===== src/rtl/img_pkg.sv =====
// Shared constants and types for the image-port arbiter.
package img_pkg;
  localparam int IMG_NREQ     = 3;
  localparam int IMG_ADDR_W   = 6;
  localparam int IMG_PIX_W    = 24;
  localparam int IMG_MAX_HOLD = 16;

  localparam int REQ_GRAY  = 0;
  localparam int REQ_COMPR = 1;
  localparam int REQ_ENC   = 2;

  typedef enum logic {IDLE, OWN} arb_state_e;
endpackage


===== src/rtl/img_port_arbiter_rr_pick.sv =====
// Combinational round-robin picker: first set request at or after ptr_i, wrapping.
module rr_pick #(
  parameter int N  = 3,
  parameter int IW = 2
) (
  input  logic [N-1:0]  req_i,
  input  logic [IW-1:0] ptr_i,
  output logic [N-1:0]  gnt_o,
  output logic [IW-1:0] idx_o,
  output logic          vld_o
);
  int j;

  always_comb begin
    gnt_o = '0;
    idx_o = '0;
    vld_o = 1'b0;
    j     = 0;
    for (int k = 0; k < N; k++) begin
      j = (int'(ptr_i) + k) % N;
      if (!vld_o && req_i[j]) begin
        gnt_o[j] = 1'b1;
        idx_o    = IW'(j);
        vld_o    = 1'b1;
      end
    end
  end
endmodule


===== src/rtl/img_port_arbiter.sv =====
// Round-robin arbiter sharing the 64x64 image port among the processing engines.
// Define ARB_STATS_EN to add per-requester saturating grant counters on gnt_cnt_o.
module img_port_arbiter import img_pkg::*; #(
  parameter int NREQ     = IMG_NREQ,
  parameter int ADDR_W   = IMG_ADDR_W,
  parameter int PIX_W    = IMG_PIX_W,
  parameter int MAX_HOLD = IMG_MAX_HOLD
) (
  input  logic                   clk_i,
  input  logic                   rst_n_i,
  input  logic [NREQ-1:0]        req_i,
  input  logic [NREQ-1:0]        lock_i,
  input  logic [NREQ*ADDR_W-1:0] req_row_i,
  input  logic [NREQ*ADDR_W-1:0] req_col_i,
  input  logic [NREQ-1:0]        req_we_i,
  input  logic [NREQ*PIX_W-1:0]  req_pix_i,
  input  logic [PIX_W-1:0]       in_pix_i,
  output logic [NREQ-1:0]        gnt_o,
  output logic [ADDR_W-1:0]      row_o,
  output logic [ADDR_W-1:0]      col_o,
  output logic                   out_we_o,
  output logic [PIX_W-1:0]       out_pix_o,
  output logic [PIX_W-1:0]       rd_pix_o,
  output logic [NREQ-1:0]        rd_valid_o,
  output logic                   busy_o
`ifdef ARB_STATS_EN
  , output logic [NREQ*16-1:0]   gnt_cnt_o
`endif
);
  localparam int IW = (NREQ > 1) ? $clog2(NREQ) : 1;
  localparam int HW = $clog2(MAX_HOLD + 1);

  arb_state_e       state_q, state_d;
  logic [NREQ-1:0]  gnt_q, gnt_d;
  logic [IW-1:0]    rr_ptr_q, rr_ptr_d;
  logic [HW-1:0]    hold_q, hold_d;
  logic [NREQ-1:0]  rd_valid_q;
  logic [PIX_W-1:0] rd_pix_q;

  logic [NREQ-1:0]  cand, win;
  logic [IW-1:0]    win_idx, win_nxt;
  logic             win_vld, owner_req, owner_lock, preempt;

  // The current owner never competes against itself; in IDLE gnt_q is zero.
  assign cand       = req_i & ~gnt_q;
  assign owner_req  = |(req_i & gnt_q);
  assign owner_lock = |(lock_i & gnt_q);
  assign preempt    = (hold_q == HW'(MAX_HOLD)) && !owner_lock && win_vld;
  assign win_nxt    = (win_idx == IW'(NREQ-1)) ? '0 : win_idx + 1'b1;

  rr_pick #(.N(NREQ), .IW(IW)) u_pick (
    .req_i (cand),
    .ptr_i (rr_ptr_q),
    .gnt_o (win),
    .idx_o (win_idx),
    .vld_o (win_vld)
  );

  // hold_q counts owned cycles including the current one, so an owner gets MAX_HOLD cycles.
  always_comb begin
    state_d  = state_q;
    gnt_d    = gnt_q;
    rr_ptr_d = rr_ptr_q;
    hold_d   = hold_q;
    case (state_q)
      IDLE: begin
        if (win_vld) begin
          gnt_d    = win;
          rr_ptr_d = win_nxt;
          hold_d   = HW'(1);
          state_d  = OWN;
        end
      end
      OWN: begin
        if (!owner_req || preempt) begin
          if (win_vld) begin
            gnt_d    = win;
            rr_ptr_d = win_nxt;
            hold_d   = HW'(1);
          end else begin
            gnt_d   = '0;
            hold_d  = '0;
            state_d = IDLE;
          end
        end else if (hold_q != HW'(MAX_HOLD)) begin
          hold_d = hold_q + 1'b1;
        end
      end
      default: state_d = IDLE;
    endcase
  end

  always_ff @(posedge clk_i) begin
    if (!rst_n_i) begin
      state_q    <= IDLE;
      gnt_q      <= '0;
      rr_ptr_q   <= '0;
      hold_q     <= '0;
      rd_valid_q <= '0;
      rd_pix_q   <= '0;
    end else begin
      state_q    <= state_d;
      gnt_q      <= gnt_d;
      rr_ptr_q   <= rr_ptr_d;
      hold_q     <= hold_d;
      rd_valid_q <= gnt_q & req_i & ~req_we_i;
      rd_pix_q   <= in_pix_i;
    end
  end

  always_comb begin
    row_o     = '0;
    col_o     = '0;
    out_pix_o = '0;
    for (int i = 0; i < NREQ; i++) begin
      row_o     = row_o     | (req_row_i[i*ADDR_W +: ADDR_W] & {ADDR_W{gnt_q[i]}});
      col_o     = col_o     | (req_col_i[i*ADDR_W +: ADDR_W] & {ADDR_W{gnt_q[i]}});
      out_pix_o = out_pix_o | (req_pix_i[i*PIX_W +: PIX_W]   & {PIX_W{gnt_q[i]}});
    end
  end

  // Suppress the write while reset is asserted so a mid-burst reset never commits a pixel.
  assign out_we_o   = rst_n_i & |(gnt_q & req_i & req_we_i);
  assign gnt_o      = gnt_q;
  assign busy_o     = |gnt_q;
  assign rd_valid_o = rd_valid_q;
  assign rd_pix_o   = rd_pix_q;

`ifdef ARB_STATS_EN
  logic [NREQ-1:0][15:0] cnt_q;

  always_ff @(posedge clk_i) begin
    if (!rst_n_i) begin
      cnt_q <= '0;
    end else begin
      for (int i = 0; i < NREQ; i++)
        if (gnt_q[i] && req_i[i] && cnt_q[i] != 16'hFFFF) cnt_q[i] <= cnt_q[i] + 16'd1;
    end
  end

  assign gnt_cnt_o = cnt_q;
`endif
endmodule


===== config.mk =====
export PLATFORM = sky130hd
export DESIGN_NAME = img_port_arbiter
export DESIGN_NICKNAME = d
export VERILOG_FILES = /design/src/rtl/img_pkg.sv /design/src/rtl/img_port_arbiter_rr_pick.sv /design/src/rtl/img_port_arbiter.sv
export SDC_FILE = /design/constraint.sdc
export NUM_CORES = 1
export LEC_CHECK = 0
export ABC_AREA = 1
export BUFFER_PORTS_ARGS = -buffer_cell sky130_fd_sc_hd__clkbuf_2
export CAP_MARGIN = 20
export CORE_ASPECT_RATIO = 0.5
export CORE_MARGIN = 3
export CORE_UTILIZATION = 40
export CTS_BUF_LIST = sky130_fd_sc_hd__clkbuf_4 sky130_fd_sc_hd__clkbuf_8
export CTS_CLUSTER_DIAMETER = 200
export DETAILED_ROUTE_END_ITERATION = 8
export PLACE_DENSITY_LB_ADDON = 0.08
export SYNTH_ARGS = -nofsm -noshare
export SYNTH_HDL_FRONTEND = slang
export SYNTH_HIERARCHICAL = 1
export SYNTH_SLANG_ARGS = --single-unit

===== constraint.sdc =====
create_clock -name clk_i -period 3 [get_ports clk_i]
set_input_delay 0.6 -clock clk_i [delete_from_list [all_inputs] [get_ports clk_i]]
set_output_delay 0.6 -clock clk_i [all_outputs]
set_load 0.1 [all_outputs]

==> results.txt <==
----------------------------------------------------
[Status]
  Status ... completed

[Timing]
  Minimum hold slack ... slightly below 500 ps
  Final period demand of the worst path ... 2490 ps
  Setup repair after global routing missed its margin ... no
  Number of slew-limit violations in the final report ... 0
  Worst slew margin relative to its limit ... 61.9%
  Top achievable clock speed ... 402 MHz
  Slew at the pin closest to its max-slew limit ... 574 ps
  Sum of negative setup slack ... 0 ps
  Clock Skew ... 3.29 ps
  Period utilization ... 83.0%
  Final setup vio count ... 0
  Final count of hold timing violations ... 0

[Clock network]
  Clock input transition at the sequential cells of the worst setup and hold paths ... 70 ps
  Longest Clk Path Bufs ... 2
  CTS resizes ... 0
  Cts hold-fix bufs ... 0
  TritonCTS clock tree ... built
  Clock buffers created by TritonCTS ... 5
  Count of clock tree sinks ... 38
  Clock latency reported for the late side of the worst-skew pair ... 280 ps
  H-tree levels ... 2
  Buffers inserted during post-CTS setup optimization ... 0
  Clock Root Buffer ... sky130_fd_sc_hd__clkbuf_8

[Critical path]
  Slowest stage delay, CP ... 420 ps
  Critical path arrival ... 2670 ps
  Worst path most repeated cell ... sky130_fd_sc_hd__nand2_1
  Cell-by-cell listing of the critical path ... inv_1, ha_1, inv_2, nand2_1, nand3_1, nand2_1, nand2_1, or2_1, or2_0, nand2_4, nand2_1, nand2_1, nor2_1
  Crit. End Element ... register
  Critical path buffer and inverter count ... 2
  Required time of the critical path ... approximately 3200 ps
  Critical Path Start Type ... register
  Cell with the largest stage delay on the worst path ... sky130_fd_sc_hd__ha_1
  Critical-path maximum fanout ... 10
  Classification of the worst setup path ... register to register
  Top delay family on crit path ... simple AND/OR/NAND/NOR gates

[Finish]
  Final net count ... 764
  Layout cells sized above 1 ... 41.9%
  Number of antenna diodes ... 0
  Commonest cells after routing, fill and taps aside ... sky130_fd_sc_hd__clkbuf_2, sky130_fd_sc_hd__nand2_1, sky130_fd_sc_hd__nand3_1
  Post-route cell area ... between 0.003 and 0.004 mm²
  Fin util ... 64.5%
  Most common library cell in the layout ignoring fill and taps ... sky130_fd_sc_hd__clkbuf_2
  Layout-stage area growth over the synthesis result ... 47.4%

[Synthesis]
  Netlist cell types ... 30
  Sequential area share after synthesis ... 30.1%
  Synth Warn # ... 6
  Syn avg cell area ... 6.12 µm²
  Synthesized Nets ... 562
  Top-area cell type share of the netlist area ... 30.1%
  Biggest area contributors in the synthesized netlist ... sky130_fd_sc_hd__dfxtp_1, sky130_fd_sc_hd__nand2_1, sky130_fd_sc_hd__nand3_1
  Flip-flop and latch count after synthesis ... 38
  Netlist area before placement ... 0.00253 mm²
  Number of cells produced by synthesis ... 413
  Cell taking the most area after synthesis ... sky130_fd_sc_hd__dfxtp_1

[Route]
  Number of design rule violations left after detail routing ... 0
  TritonRoute pass-1 iters ... 5
  Detail-routed via count per cell ... roughly 4.5
  Final wirelength ... 8220 µm
  Routed len/inst ... approximately 12 µm
  Vias after detailed routing ... 3157
  Number of DRC violations after detailed-routing iteration 0 ... 189
  Antenna Nets Post-Route ... 0

[Placement]
  # port buffers ... 210
  Instance area at placement ... 0.00363 mm²
  Half-perimeter wire length after placement ... approximately 6700 µm
  RePlAce Congestion ... 0.843

[Global route]
  Remaining global-route overflow ... 0
  Number of global-route vias before repair ... 2949
  First-pass GRT wire length ... 13700 µm
  Tot GR Track Use ... 22.1%
  Maximum number of pins on one net before global-route repair ... 44
  Initial antenna violation count ... 0

[Floorplanning]
  Number of standard-cell rows in the floorplan ... 19
  Initial standard-cell utilization of the core ... 43.7%
  Core Area ... between 0.005 and 0.006 mm²
  Total Die Area ... 0.00736 mm²
  Die Span Y ... 62.2 µm
  Die width ... around 120 µm
  Number of ports placed on the die boundary ... 211

[Hold path]
  Path type of the worst min-delay path ... input port to register

[Flow run]
  # Max-Cap Violations ... 0

----------------------------------------------------
==> kinds of logic (layout without fill, tap and decap cells) <==
kind of cell	count (synthesis)	count (layout)	synth area share, %
simple gates	279	279	49.9
fa+ha+maj	6	6	2.97
compound gates	13	13	3.67
flops	38	38	30.1
buf+inv	75	278	12.7
xor+xnor	2	2	0.694
==> synth_stat cells <==
cell,instances
sky130_fd_sc_hd__nand2_1,175
sky130_fd_sc_hd__nand3_1,60
sky130_fd_sc_hd__inv_1,43
sky130_fd_sc_hd__dfxtp_1,38
sky130_fd_sc_hd__nor2_1,14
sky130_fd_sc_hd__nand2_2,11
sky130_fd_sc_hd__inv_2,10
sky130_fd_sc_hd__clkbuf_1,9
sky130_fd_sc_hd__a21oi_1,8
sky130_fd_sc_hd__buf_2,7
sky130_fd_sc_hd__ha_1,6
sky130_fd_sc_hd__nand4_1,4
sky130_fd_sc_hd__buf_6,3
sky130_fd_sc_hd__nand2_4,3
sky130_fd_sc_hd__nor3_1,3
sky130_fd_sc_hd__a21oi_2,2
sky130_fd_sc_hd__buf_4,2
sky130_fd_sc_hd__nand3_4,2
sky130_fd_sc_hd__nor2_4,2
sky130_fd_sc_hd__clkinv_1,1
sky130_fd_sc_hd__nand3_2,1
sky130_fd_sc_hd__nand4_4,1
sky130_fd_sc_hd__o21ai_0,1
sky130_fd_sc_hd__o21ai_2,1
sky130_fd_sc_hd__o31ai_4,1
sky130_fd_sc_hd__or2_0,1
sky130_fd_sc_hd__or2_1,1
sky130_fd_sc_hd__or3_1,1
sky130_fd_sc_hd__xnor2_1,1
sky130_fd_sc_hd__xor2_1,1
==> metrics by stage <==
stage          instances  worst slack (ps)
2_1_floorplan        413              48.3
3_3_place_gp         692               528
3_5_place_dp         692               448
4_1_cts              700               490
5_1_grt              700               235
6_report             700               510
==> final cells by class <==
cell class | count | area (µm²)
clock buffer | 6 | 82.6
timing repair buffer | 216 | 1120
tap | 84 | 105
multi-input combinational | 300 | 1450
sequential | 38 | 761
fill | 600 | 2050
inverter | 54 | 203
clock inverter | 2 | 12.5
==> worst paths after layout <==
path,startpoint,end,slack (ps),depth (start not counted)
setup / recovery,rr_ptr_q[0]$_SDFFE_PN0P_,hold_q[2]$_SDFFE_PN0P_,510,13
hold reg to reg,rr_ptr_q[1]$_SDFFE_PN0P_,rr_ptr_q[1]$_SDFFE_PN0P_,510,2
setup reg to reg,rr_ptr_q[0]$_SDFFE_PN0P_,hold_q[2]$_SDFFE_PN0P_,510,13
hold / removal,req_we_i[0],rd_valid_o[0]$_SDFF_PN0_,480,2
==> registers in the layout, summed over array words and instances, names as in the netlist <==
name	flops
state_q	1
rr_ptr_q	2
gnt_o	3
hold_q	5
rd_pix_o	24
rd_valid_o	3
==> routing by layer <==
layer / track usage (%) / up-vias / part of all wire [%]
met3: 8.34 / 6 / 10
met5: 0 / - / 0
met1: 26.7 / 1364 / 42
li1: - / 1664 / -
met4: 3.03 / 0 / 0.51
met2: 38.6 / 123 / 48
Power is left out: the tool's default activity adds up to more than one toggle a clock period on the data nets, which glitch-free logic cannot reach.
